### src/rtl/tmnt_bus_pkg.sv
// Shared types and constants for the 68000 bus-cycle controller and its watchdog.
// Region codes match the encoding seen on the region output.
package tmnt_bus_pkg;

  typedef enum logic [2:0] {
    S_IDLE,
    S_WAIT,
    S_VWAIT,
    S_ACK,
    S_BERR
  } bus_state_t;

  localparam logic [2:0] REGION_ROM   = 3'd0;
  localparam logic [2:0] REGION_RAM   = 3'd1;
  localparam logic [2:0] REGION_PAL   = 3'd2;
  localparam logic [2:0] REGION_IO    = 3'd3;
  localparam logic [2:0] REGION_VIDEO = 3'd4;
  localparam logic [2:0] REGION_NONE  = 3'd7;

  localparam int WS_ROM_DEF     = 2;
  localparam int WS_RAM_DEF     = 0;
  localparam int WS_PAL_DEF     = 1;
  localparam int WS_IO_DEF      = 0;
  localparam int TIMEOUT_DEF    = 255;
  localparam int WDT_FRAMES_DEF = 8;
  localparam int WDT_PULSE      = 16;

  // a20_17 = {A20, A19, A18, A17}
  function automatic logic [2:0] decode_region(input logic [3:0] a20_17);
    logic [2:0] r;
    if (a20_17[3]) begin
      r = REGION_VIDEO;
    end else begin
      case (a20_17[2:0])
        3'd0, 3'd1, 3'd2: r = REGION_ROM;
        3'd3:             r = REGION_RAM;
        3'd4:             r = REGION_PAL;
        default:          r = REGION_IO;
      endcase
    end
    return r;
  endfunction

endpackage

### src/rtl/bus_watchdog.sv
// Vblank watchdog: counts NVBLK falling edges since the last AFR kick and
// requests a 16-clock system reset when too many frames pass unkicked.
module bus_watchdog
  import tmnt_bus_pkg::*;
#(
  parameter int WDT_FRAMES = WDT_FRAMES_DEF
) (
  input  logic clk_main,
  input  logic nRESET,
  input  logic NVBLK,
  input  logic AFR,
  output logic wdt_rst
);

  localparam int CW = $clog2(WDT_FRAMES + 1);
  localparam int PW = $clog2(WDT_PULSE + 1);

  logic          nvblk_q;
  logic          afr_q;
  logic [CW-1:0] frames;
  logic [PW-1:0] pulse;
  logic          vfall;
  logic          kick;

  assign vfall = nvblk_q & ~NVBLK;
  assign kick  = afr_q & ~AFR;

  always_ff @(posedge clk_main) begin
    if (!nRESET) begin
      nvblk_q <= 1'b1;
      afr_q   <= 1'b1;
      frames  <= '0;
      pulse   <= '0;
    end else begin
      nvblk_q <= NVBLK;
      afr_q   <= AFR;
      // While the reset pulse runs, kicks are ignored; the frame count clears as it ends.
      if (pulse != '0) begin
        pulse <= pulse - 1'b1;
        if (pulse == PW'(1)) frames <= '0;
      end else if (kick) begin
        frames <= '0;
      end else if (vfall && frames != CW'(WDT_FRAMES)) begin
        frames <= frames + 1'b1;
        if (frames == CW'(WDT_FRAMES - 1)) pulse <= PW'(WDT_PULSE);
      end
    end
  end

  assign wdt_rst = (pulse != '0);

endmodule

### src/rtl/bus_cycle_ctrl.sv
// 68000 bus-cycle controller: address decode, per-region wait states, chip
// DTACK for video, bus-error timeout, plus the vblank watchdog.
module bus_cycle_ctrl
  import tmnt_bus_pkg::*;
#(
  parameter int WS_ROM     = WS_ROM_DEF,
  parameter int WS_RAM     = WS_RAM_DEF,
  parameter int WS_PAL     = WS_PAL_DEF,
  parameter int WS_IO      = WS_IO_DEF,
  parameter int TIMEOUT    = TIMEOUT_DEF,
  parameter int WDT_FRAMES = WDT_FRAMES_DEF
) (
  input  logic       clk_main,
  input  logic       nRESET,
  input  logic       nAS,
  input  logic [4:0] m68k_addr,
  input  logic       nUDS,
  input  logic       nLDS,
  input  logic       ODTAC,
  input  logic       VDTAC,
  input  logic       NVBLK,
  input  logic       AFR,
  output logic       nDTACK,
  output logic       nBERR,
  output logic [2:0] region,
  output logic       wdt_rst
);

  localparam int TW = $clog2(TIMEOUT + 1);

  bus_state_t    state;
  bus_state_t    state_nxt;
  logic [7:0]    wcnt;
  logic          wait_done;
  logic [TW-1:0] tcnt;
  logic [7:0]    ws_sel;
  logic          strobe;
  logic          dtac;
  logic          timed_out;
  logic          addr_unused;

  assign strobe      = ~nAS & (~nUDS | ~nLDS);
  assign dtac        = ~ODTAC | ~VDTAC;
  assign timed_out   = (tcnt == TW'(TIMEOUT - 1));
  assign region      = nAS ? REGION_NONE : decode_region(m68k_addr[4:1]);
  // A16 does not take part in decode.
  assign addr_unused = m68k_addr[0];

  always_comb begin
    ws_sel = 8'(WS_IO);
    case (decode_region(m68k_addr[4:1]))
      REGION_ROM: ws_sel = 8'(WS_ROM);
      REGION_RAM: ws_sel = 8'(WS_RAM);
      REGION_PAL: ws_sel = 8'(WS_PAL);
      default:    ws_sel = 8'(WS_IO);
    endcase
  end

  always_ff @(posedge clk_main) begin
    if (!nRESET) state <= S_IDLE;
    else         state <= state_nxt;
  end

  // wait_done lags the zero reading by one clock, giving WS+2 clocks strobe-to-DTACK.
  always_ff @(posedge clk_main) begin
    if (!nRESET) begin
      wcnt      <= '0;
      wait_done <= 1'b0;
      tcnt      <= '0;
    end else if (state == S_IDLE) begin
      wcnt      <= ws_sel;
      wait_done <= 1'b0;
      tcnt      <= '0;
    end else if (state == S_WAIT || state == S_VWAIT) begin
      tcnt <= tcnt + 1'b1;
      if (wcnt == '0) wait_done <= 1'b1;
      else            wcnt      <= wcnt - 1'b1;
    end
  end

  // Abort beats everything; acknowledge beats a coincident timeout.
  always_comb begin
    state_nxt = state;
    case (state)
      S_IDLE:  if (strobe) state_nxt = m68k_addr[4] ? S_VWAIT : S_WAIT;
      S_WAIT: begin
        if (nAS)            state_nxt = S_IDLE;
        else if (wait_done) state_nxt = S_ACK;
        else if (timed_out) state_nxt = S_BERR;
      end
      S_VWAIT: begin
        if (nAS)            state_nxt = S_IDLE;
        else if (dtac)      state_nxt = S_ACK;
        else if (timed_out) state_nxt = S_BERR;
      end
      S_ACK, S_BERR: if (nAS) state_nxt = S_IDLE;
      default: state_nxt = S_IDLE;
    endcase
  end

  always_comb begin
    nDTACK = ~(state == S_ACK);
    nBERR  = ~(state == S_BERR);
  end

  bus_watchdog #(
    .WDT_FRAMES(WDT_FRAMES)
  ) u_wdt (
    .clk_main(clk_main),
    .nRESET  (nRESET),
    .NVBLK   (NVBLK),
    .AFR     (AFR),
    .wdt_rst (wdt_rst)
  );

endmodule

### config.mk
export PLATFORM = sky130hd
export DESIGN_NAME = bus_cycle_ctrl
export DESIGN_NICKNAME = d
export VERILOG_FILES = /design/src/rtl/tmnt_bus_pkg.sv /design/src/rtl/bus_watchdog.sv /design/src/rtl/bus_cycle_ctrl.sv
export SDC_FILE = /design/constraint.sdc
export NUM_CORES = 1
export LEC_CHECK = 0
export ABC_AREA = 1
export CAP_MARGIN = 10
export CORE_UTILIZATION = 32
export DETAILED_ROUTE_END_ITERATION = 12
export PLACE_DENSITY_LB_ADDON = 0.12
export SETUP_SLACK_MARGIN = 0.1
export SLEW_MARGIN = 10
export SYNTH_ARGS = -nofsm -noshare
export SYNTH_HDL_FRONTEND = slang
export SYNTH_HIERARCHICAL = 1
export SYNTH_SLANG_ARGS = --single-unit
### constraint.sdc
create_clock -name clk_main -period 2.24 [get_ports clk_main]
set_input_delay 0.224 -clock clk_main [delete_from_list [all_inputs] [get_ports clk_main]]
set_output_delay 0.224 -clock clk_main [all_outputs]
set_load 0.005 [all_outputs]
=== Word-level counts from Yosys, hierarchy flattened ===
Index checks and enable logic that the tools add are counted.

* Register bits: 31
* Bits in latches: 0
* Memory bits (writable): 0
* Bits in read-only memories: 0
* Input bits: 14
* Logic and storage cells: 88
* Memories kept: 0

* Add/sub/neg operators: 4
* $mul: 0
* Div/mod/pow operators: 0
* $lt $le $gt $ge: 0
* Equality and inequality tests: 18
* Shifts and indexed selects: 0
* Multiplexer cells: 24
* Bitwise operators: 15
* Reduce and logical (&&, ||, !) cells: 19

{| class="wikitable"
|+ Operator list
! operator !! number
|-
| $mux W3 || 9
|-
| $mux W8 || 3
|-
| $mux W5 || 4
|-
| $mux W4 || 4
|-
| $eq A3 B2 Y1 const B || 5
|-
| $pmux W3 S4 || 1
|-
| $not A1 Y1 || 10
|-
| $logic_not A3 Y1 || 3
|-
| $add A8 B1 Y8 const B || 1
|-
| $eq A8 B8 Y1 const B || 1
|-
| $logic_not A8 Y1 || 1
|-
| $ne A2 B2 Y1 const B || 4
|-
| $reduce_and A2 Y1 || 4
|-
| $sub A8 B1 Y8 const B || 1
|-
| $eq A3 B1 Y1 const B || 2
|-
| $eq A3 B3 Y1 const B || 2
|-
| $pmux W2 S3 || 1
|-
| $reduce_bool A2 Y1 || 3
|-
| $eq A5 B1 Y1 const B || 1
|-
| $reduce_bool A5 Y1 || 1
|-
| $sub A5 B1 Y5 const B || 1
|-
| $add A4 B1 Y4 const B || 1
|-
| $eq A4 B3 Y1 const B || 1
|-
| $ne A4 B4 Y1 const B || 1
|-
| 11 further kinds || 15
|}

=== Longest topological paths before layout ===
* Depth in word-level cells: 7
* Mapped depth: 11
* Gate-level depth less buffers: 11

=== Hierarchy ===
The synthesis kept the hierarchy.

{| class="wikitable"
|+ By module, submodules not included
! module !! times used !! cells each !! area an instance (sq um) !! seq. area each (sq um)
|-
| bus_cycle_ctrl || 1 || 184 || 1188.6 || 400.4
|-
| bus_watchdog || 1 || 88 || 654.4 || 220.2
|}

=== Least setup slack after synthesis ===
Ideal clock, no wire load.

* Path kind: reg2reg
* Start point: register wcnt[0]
* End point: register wcnt[0]
* Setup time: 0.119 ns
* Data arrival time: 1.215 ns
* Data required time: 2.121 ns
* Slack: 0.906 ns
* Cell stages (with the launch flop): 10
* Buffers on the path: 0
* Clock period less this slack: 1.334 ns
* Path through: dfxtp_1 inv_1 ha_1 inv_1 nor2_2 nand4_2 nand2_4 inv_2 o21ai_1 a21oi_1

* Word-level cells in the longest chain between the ends: 4
* Elaborated cells between the ends (all ways): 7
* Those cells by class: add/sub (1); eq/ne (1); mux (3); reduce/logical (2)

{| class="wikitable"
|+ RTL lines
! what !! RTL line !! text
|-
| start: declaration || bus_cycle_ctrl.sv:33 || <nowiki>logic [7:0] wcnt;</nowiki>
|-
| start signal: assignment || bus_cycle_ctrl.sv:71 || <nowiki>wcnt <= ws_sel;</nowiki>
|-
| start signal: assignment || bus_cycle_ctrl.sv:77 || <nowiki>else wcnt <= wcnt - 1'b1;</nowiki>
|-
| $sub A8 B1 Y8 || bus_cycle_ctrl.sv:77 ||
|-
| $mux W8 || bus_cycle_ctrl.sv:76 || <nowiki>if (wcnt == '0) wait_done <= 1'b1;</nowiki>
|-
| $mux W8 || bus_cycle_ctrl.sv:74 || <nowiki>end else if (state == S_WAIT || state == S_VWAIT) begin</nowiki>
|-
| $mux W8 || bus_cycle_ctrl.sv:70 || <nowiki>end else if (state == S_IDLE) begin</nowiki>
|}

Parallel ways exist; a longest one is shown, timed or not. The select of a mux whose other input is x is not followed.
A chain may end at the register's enable or synchronous reset.

=== Worst setup path in the final report ===
* Start point: input port m68k_addr[3]
* End point: output port region[0]

* Word-level cells in the longest chain between the ends: 5
* Elaborated cells between the ends (all ways): 9
* Those cells by class: eq/ne (4); mux (3); reduce/logical (2)

{| class="wikitable"
|+ RTL lines
! what !! RTL line !! text
|-
| start: declaration || bus_cycle_ctrl.sv:16 || <nowiki>input logic [4:0] m68k_addr,</nowiki>
|-
| $eq A3 B1 Y1, or another cell as far along || tmnt_bus_pkg.sv:34 || <nowiki>case (a20_17[2:0])</nowiki>
|-
| $reduce_or A3 Y1 || tmnt_bus_pkg.sv:34 ||
|-
| $pmux W2 S3 * || tmnt_bus_pkg.sv:34 ||
|-
| $mux W3 * || tmnt_bus_pkg.sv:31 || <nowiki>if (a20_17[3]) begin</nowiki>
|-
| $mux W3 * || bus_cycle_ctrl.sv:45 || <nowiki>assign region = nAS ? REGION_NONE : decode_region(m68k_addr[4:1]);</nowiki>
|-
| end: declaration || bus_cycle_ctrl.sv:25 || <nowiki>output logic [2:0] region,</nowiki>
|}

Every way passes the cells marked *; elsewhere a longest branch is shown, timed or not.

==> impl_metrics.toml <==
[clock_tree]
ctsResizeCount = 0
clockRootBuffer = "clkbuf_8"
cts-buffers-inserted = 5
htree_levels = 2
hold_buffers = 0
clk_latency_ns = 0.28
path_clk_slew_ns = 0.06
cts_tree = "yes"
cts_max_path_buffers = 2
cts_setup_buffers = 0
cts.sinks = 31

[routing]
final_antenna_net_count = 0
drt_iter0_drc = 117
num_vias = 1647
vias_per_cell = 4.45
drc = 0
routed_wire_length_per_instance_um = 9.83
first_pass_iters = 4
drt-total-wl_um = 3640

[floorplanning]
rows = 27
die-area_um2 = 6070
core_area_um2 = 5540
initial_core_util_pct = 33.3
die_h_um = 77.9
io_pins = 20
die_x_um = 77.9

[setup_path]
crit_chain = "clkdlybuf4s50_1 > inv_1 > o21ai_0 > o21ai_0 > o21ai_0 > clkdlybuf4s50_1"
reg2reg_setup_slack_ns = 0.68
crit_type = "primary input to output port"
slowest_stage = "clkdlybuf4s50_1"
critPathLaunch = "m68k_addr[3]"
cp.arrival_ns = 1.73
crit_top_cell = "o21ai_0"
reg2reg_from = "state[1]"
path_max_fanout = 3
worstPathRequired_ns = 2.02
endpoint_kind = "output port"
critPathMaxStageDelay_ns = 0.52
start_kind = "primary input"

[grt]
globalRouteTotalUtil_pct = 13.6
grt_pass1_vias = 1477
grt_pass1_wl_um = 6500
grt_max_degree = 12
antenna_found_initial = 0
grt_overflow = 0

[logic_synthesis]
yosysUniqueCellTypes = 29
yosys_warnings = 6
synth_area_um2 = 1840
synth.yosys.seq_area_share_pct = 33.7
synth.net_count = 294
syn_area_per_cell_um2 = 6.78
ys_seq_elements = 31
postSynthCellCount = 272

[power]
powerDensity_nw_per_um2 = 891
vdd_drop_max_mv = 0.409
p_leak_nw = 0.971

[finish]
layout_common_cells = "nand2_1 (63), inv_1 (42), nor2_1 (31), dfxtp_1 (31), nand3_1 (19)"
nets = 319
syn2layout_area_growth_pct = 20.1
diodes = 0
final_common_cell = "nand2_1"
drive_gt1_share_pct = 10.1
fillers = 598
final_cell_area_um2 = 2210

[sta]
slew_headroom_pct = 69.3
fin_ws_ns = 0.286
hold_violations = 0
setup_viol = 0
whs_ns = 0.463
setup_tns_ns = 0
tightestPinTransition_ns = 0.461
fin_skew_ns = 0.00567
max_freq_ghz = 0.512
fin_crit_ns = 1.95
rsz0062_at_grt = "no"
maxSlewViolCount = 0
min_period_over_period_pct = 87.2

[outcome]
status = "finished clean"

[hold_path]
hp-class = "register to register"
hold_start = "tcnt[4]"

[place]
pre_cts_ws_ns = 0.309
hpwl_um = 2760
routabilityCongestion = 0.754
port_buffers = 18
dpl_cell_area_um2 = 2110

[job]
maxCapViolations = 0
## layer usage
| metal | vias up | routed length, um | GRT usage (%) |
|---|---|---|---|
| li1 | 911 | - | - |
| met2 | 23 | 1540 | 20.4 |
| met3 | 5 | 125 | 4.12 |
| met4 | 0 | 46 | 5.00 |
| met1 | 708 | 1930 | 18.3 |
| met5 | - | 0 | 0 |
## state kept, by name, indices dropped and copies added, names as in the netlist
signal,flops
state,3
tcnt,8
u_wdt/afr_q,1
u_wdt/frames,4
u_wdt/nvblk_q,1
u_wdt/pulse,5
wait_done,1
wcnt,8
## critical path, delay by kind of cell
kind	cells	cell delay [ns]
buf+inv	3	1.06
compound gates	3	0.44
## final timing paths
| kind | depth (start not counted) | endpoint |
|---|---|---|
| hold / removal | 2 | tcnt[4] |
| setup reg to reg | 6 | tcnt[1] |
| setup / recovery | 6 | region[0] |
| hold reg to reg | 2 | tcnt[4] |
## per-stage QoR
step                      util, %  cells  power [mW]
after floorplan                 -    272        1.33
after global placement       38.1    362        1.50
after detailed placement     38.1    362        1.51
after CTS                    40.0    370        2.01
after global routing         40.0    370        2.16
final                        40.0    370        1.97
## cells by family after synthesis
logic type,after synthesis,share of synthesized area (%)
simple gates,140,37.0
buf+inv,47,9.91
compound gates,41,11.6
flops,31,33.7
fa+ha+maj,8,5.43
xor+xnor,5,2.38
## cell type report
cell class / instances / area (um^2) / share of cell area [%]
multi-input combinational: 194 / 1040 / 47.0
sequential: 31 / 621 / 28.0
timing repair buffer: 19 / 188 / 8.48
inverter: 46 / 175 / 7.91
clock buffer: 8 / 100 / 4.52
tap: 72 / 90.1 / 4.07
## synthesized netlist by cell type, drive strengths merged
cell type,n,area (um^2)
xnor2,2,17.5
nor3,6,30.0
o21ai,20,100
nand4,3,25.0
inv,46,175
buf,1,7.51
nand2,71,312
nor4,1,6.26
ha,8,100
a21oi,18,93.8
o22ai,2,12.5
dfxtp,31,621
or2,2,12.5
nor2,36,166
a211oi,1,7.51
xor2,3,26.3
nand3,21,130
## report_power, final
part           switching (mW)  total (mW)  leakage [nW]  internal, mW
Clock                   0.206       0.486        0.0515         0.280
Sequential             0.0659       0.693         0.253         0.627
Combinational           0.467       0.792         0.667         0.325
No activity file was read; power rests on OpenSTA's default activity.
